### src/rtl/ex_muldiv.sv
// ex_muldiv: iterative RV32M multiply/divide unit, one radix-2 step per cycle.
module ex_muldiv #(
  parameter int XLEN = 32,
  parameter int RAW  = 5
) (
  input  logic            clk,
  input  logic            rst,
  input  logic            start_i,
  input  logic [2:0]      funct3_i,
  input  logic [XLEN-1:0] op1_i,
  input  logic [XLEN-1:0] op2_i,
  input  logic [RAW-1:0]  waddr_i,
  input  logic            flush_i,
  output logic            stall_o,
  output logic [XLEN-1:0] result_o,
  output logic            done_o,
  output logic            reg_we_o,
  output logic [RAW-1:0]  reg_waddr_o
);
  localparam int CW = $clog2(XLEN);
  typedef enum logic [1:0] {IDLE, CALC, DONE} state_t;
  state_t          state_q;
  logic [CW-1:0]   cnt_q;
  logic [2:0]      f3_q;
  logic [RAW-1:0]  waddr_q;
  logic [XLEN-1:0] m_q;
  logic [2*XLEN-1:0] acc_q, step_d, prod;
  logic            neg_q, sgn1, s1, s2, div_zero, div_ovf, ge;
  logic [XLEN-1:0] a1, a2, quo, rem, res;
  logic [XLEN:0]   sum, top, diff;
  // acc_q holds {partial, multiplier} for multiply and {remainder, dividend/quotient} for divide
  always_comb begin
    sgn1     = ~(funct3_i[0] & (funct3_i[1] | funct3_i[2]));
    s1       = op1_i[XLEN-1] & sgn1;
    s2       = op2_i[XLEN-1] & sgn1 & (funct3_i != 3'b010);
    a1       = s1 ? -op1_i : op1_i;
    a2       = s2 ? -op2_i : op2_i;
    div_zero = funct3_i[2] & (op2_i == '0);
    div_ovf  = funct3_i[2] & ~funct3_i[0] & (op1_i == {1'b1, {(XLEN-1){1'b0}}}) & (&op2_i);
    sum      = {1'b0, acc_q[2*XLEN-1:XLEN]} + (acc_q[0] ? {1'b0, m_q} : '0);
    top      = acc_q[2*XLEN-1:XLEN-1];
    ge       = top >= {1'b0, m_q};
    diff     = top - {1'b0, m_q};
    step_d   = f3_q[2] ? {(ge ? diff[XLEN-1:0] : top[XLEN-1:0]), acc_q[XLEN-2:0], ge}
                       : {sum, acc_q[XLEN-1:1]};
    prod     = neg_q ? -acc_q : acc_q;
    quo      = neg_q ? -acc_q[XLEN-1:0] : acc_q[XLEN-1:0];
    rem      = neg_q ? -acc_q[2*XLEN-1:XLEN] : acc_q[2*XLEN-1:XLEN];
    res      = ~f3_q[2] ? ((f3_q[1:0] == 2'b00) ? prod[XLEN-1:0] : prod[2*XLEN-1:XLEN])
                        : (f3_q[1] ? rem : quo);
  end
  assign done_o      = state_q == DONE;
  assign reg_we_o    = done_o;
  assign result_o    = done_o ? res : '0;
  assign reg_waddr_o = done_o ? waddr_q : '0;
  assign stall_o     = (state_q == IDLE & start_i & ~flush_i) | (state_q == CALC);
  always_ff @(posedge clk) begin
    if (rst) begin
      state_q <= IDLE;
      cnt_q   <= '0;
      f3_q    <= '0;
      waddr_q <= '0;
      m_q     <= '0;
      acc_q   <= '0;
      neg_q   <= 1'b0;
    end else if (flush_i) begin
      state_q <= IDLE;
      cnt_q   <= '0;
    end else if (state_q == IDLE) begin
      if (start_i) begin
        f3_q    <= funct3_i;
        waddr_q <= waddr_i;
        cnt_q   <= '0;
        if (div_zero) begin
          acc_q   <= {op1_i, {XLEN{1'b1}}};
          neg_q   <= 1'b0;
          state_q <= DONE;
        end else if (div_ovf) begin
          acc_q   <= {{XLEN{1'b0}}, 1'b1, {(XLEN-1){1'b0}}};
          neg_q   <= 1'b0;
          state_q <= DONE;
        end else begin
          m_q     <= funct3_i[2] ? a2 : a1;
          acc_q   <= {{XLEN{1'b0}}, (funct3_i[2] ? a1 : a2)};
          neg_q   <= (funct3_i[2] & funct3_i[1]) ? s1 : (s1 ^ s2);
          state_q <= CALC;
        end
      end
    end else if (state_q == CALC) begin
      acc_q <= step_d;
      cnt_q <= cnt_q + 1'b1;
      if (cnt_q == CW'(XLEN-1)) state_q <= DONE;
    end else begin
      state_q <= IDLE;
    end
  end
endmodule

### config.mk
export PLATFORM = sky130hd
export DESIGN_NAME = ex_muldiv
export DESIGN_NICKNAME = d
export VERILOG_FILES = /design/src/rtl/ex_muldiv.sv
export SDC_FILE = /design/constraint.sdc
export NUM_CORES = 1
export LEC_CHECK = 0
export ABC_AREA = 0
export CORE_MARGIN = 2
export CORE_UTILIZATION = 35
export DETAILED_ROUTE_END_ITERATION = 12
export GPL_TIMING_DRIVEN = 0
export SYNTH_ARGS = -nofsm -noshare
export SYNTH_HDL_FRONTEND = slang
export SYNTH_SLANG_ARGS = --single-unit
### constraint.sdc
create_clock -name clk -period 5 [get_ports clk]
set_input_delay 0.75 -clock clk [delete_from_list [all_inputs] [get_ports clk]]
set_output_delay 0.75 -clock clk [all_outputs]
set_load 0.01 [all_outputs]
==> out/qor.csv <==
metric,value,unit
htree_num_levels,3,
yosysSeqAreaShare,16.0,%
irDropWorstVdd,0.151,mV
die_w,204,µm
clk_pin_slew,0.09,ns
synth_top_area_share,16.0,%
vias,17000,
layout-drive-gt1-share,4.72,%
wirelength,72000,µm
cts_root_buffer,clkbuf_16,
synth_area,14000,µm²
synth_cell_types,80,
max-cap-violations,0,
postRouteAntennaNets,0,
die_area,41600,µm²
antenna_found_initial,0,
multi_input_comb_area,10900,µm²
insertion_delay,0.39,ns
clock-sinks,112,
die_h,204,µm
regArea,2240,µm²
cts_hold_buf,0,
synth_top_area_cell,dfxtp_1,
p_total,3.61,mW
gr-total-overflow,0,
hpwl,57200,µm
synth_fp_nets,2204,
port_buffers,113,
yosysWarnings,0,
hp-class,reg2reg,
path_common_cell,clkbuf_1,
grt_pass1_wl,105000,µm
worst_setup_path_end_kind,output pin,
cpPeakStageDelay,0.65,ns
critical_path.startpoint_type,flop,
coreArea,39500,µm²
grt.total_usage,34.1,%
crit_chain,clkbuf_1 -> clkbuf_1 -> clkbuf_1 -> a21oi_1 -> o21ai_0 -> o21ai_0 -> a221oi_1 -> dlygate4sd2_1,
status,"finished, violations left",
ys_seq_elements,112,
grt_max_degree,21,
via_per_inst,6.27,
syn_inst,2055,
finalMaxSlewViolations,0,
hold_viol_final,0,
row_count,73,
grt_pass1_vias,16000,
setup.worst_path.class,reg2out,
arrival,4.29,ns
clock_path_buffers,2,
nNetsFinal,2328,
fmax,199,MHz
setup_tns,-0.0369,ns
antenna_cells,0,
violations,negative setup slack,
post-route-min-period,5.04,ns
rsz0062_at_grt,true,
cts_buffers,9,
max-slew-margin-rel,19.5,%
area_delta_synth_final,15.7,%
critPathMaxFanout,10,
nFillCells,4203,
wl_per_cell,26.6,µm
route.detailed.drc,0,
cp_slowest_cell,o21ai_0,
finalWorstSetupSlack,-0.0369,ns
gp_congestion,0.978,
critPathRequiredTime,4.25,ns
p_leak,6.14,nW
initial_core_util,35.3,%
drt-pass1-iter-count,5,
ys_top_cells_by_area,"dfxtp_1 16%, a21oi_1 7.8%, xnor2_1 6.5%",
synth_edf_count,0,
clock_skew,0.0161,ns
avgSynthCellArea,6.80,µm²
setup_viol,1,
fin_crit_sh,101,%
initialDrtViolationCount,2140,
power_density,223,nW/µm²
synthArstFlopShare,0,%
max_slew.worst_pin.slew,1.20,ns
yosysMostFrequentCell,nor2_1,
pin_count,116,
cts_tree,yes,
synthFlopType,dfxtp_1,
ys_top_cells_by_count,"234 x nor2_1, 224 x nand2_1, 219 x a21oi_1",
-- state kept, by name, indices dropped and copies added, names as in the netlist --
| register | cells |
|---|---|
| f3_q | 3 |
| m_q | 32 |
| cnt_q | 5 |
| acc_q | 64 |
| waddr_q | 5 |
| state_q | 2 |
| neg_q | 1 |
-- critical path: cells and delay by family (launching register included) --
family	cells	cell delay (ns)
buffers and inverters	4	1.97
AO/OA/AOI/OAI	4	1.40
flip-flops	1	0.52
-- through the flow --
step                area (µm²)  util, %  std cells  setup WS [ns]  hold WS (ns)
finish                   16200     40.9       2709        -0.0369         0.455
global route             16200     40.9       2709        -0.0745         0.476
CTS                      16100     40.7       2707        0.00345         0.455
detailed placement       15800     39.9       2693         -0.352         0.445
global placement         15800     39.9       2693         -0.399         0.441
floorplan                14000        -       2055           1.03         0.432
-- cells in the final DEF (no fill, tap or decap), types with 16 or more instances in the layout --
cell type	n
nor2_1	234
nand2_1	224
a21oi_1	219
o21ai_0	136
clkbuf_1	128
dfxtp_1	112
xnor2_1	104
clkdlybuf4s50_1	102
xor2_1	93
inv_1	71
ha_1	70
nor3_1	58
a211oi_1	46
o211ai_1	43
mux2i_1	38
nand3_1	35
o31ai_1	32
nand4_1	25
a21o_1	25
a221oi_1	24
o21ai_1	21
mux2_2	20
and3_1	17
a31oi_1	17
a311oi_1	17
o41ai_1	16
-- final timing paths --
kind                    from      endpoint  slack [ns]  cells past startpoint
setup reg to reg   acc_q[41]     acc_q[59]        0.11                     12
hold / removal    waddr_q[1]    waddr_q[1]        0.45                      2
setup / recovery       neg_q  result_o[26]       -0.04                      8
hold reg to reg   waddr_q[1]    waddr_q[1]        0.45                      2
-- cell families (layout without fill, tap and decap cells) --
kind of cell,after synthesis,after routing,share of synthesized area [%]
DFF,112,112,16.0
AOI/OAI and AO/OA,670,670,30.0
and+or+nand+nor,712,712,23.7
buffers and inverters,230,359,6.48
muxes,60,60,4.65
xor gates and xnor gates,198,198,12.5
adders and majority gates,73,73,6.64
-- power breakdown --
group	switching [mW]	internal, mW
combinational	1.14	0.591
sequential	0.0878	0.946
clock	0.435	0.418
-- per-layer routing --
metal / share of wire [%] / up-vias / GRT usage, %
li1: - / 7688 / -
met1: 42 / 8117 / 45.4
met2: 43 / 969 / 52.6
met3: 9.3 / 201 / 5.77
met4: 5.9 / 0 / 17.6
met5: 0 / - / 0
-- cell type report --
| type | count | share of cell area, % |
|---|---|---|
| multi-input cells | 1713 | 67.3 |
| plain buffers | 154 | 3.94 |
| well taps | 525 | 4.06 |
| repair buffers | 117 | 7.19 |
| inverters | 72 | 1.67 |
| flip-flops and latches | 112 | 13.9 |
| clock buffers | 10 | 1.48 |
| clock inverters | 6 | 0.518 |
-- what timing repair did --
action                     CTS  global route
setup buffers                0             4
pin swaps                    1             4
gates resized for setup     15            22
setup endpoints to repair   20            21
Note: power is estimated with default switching activity, not from simulation.
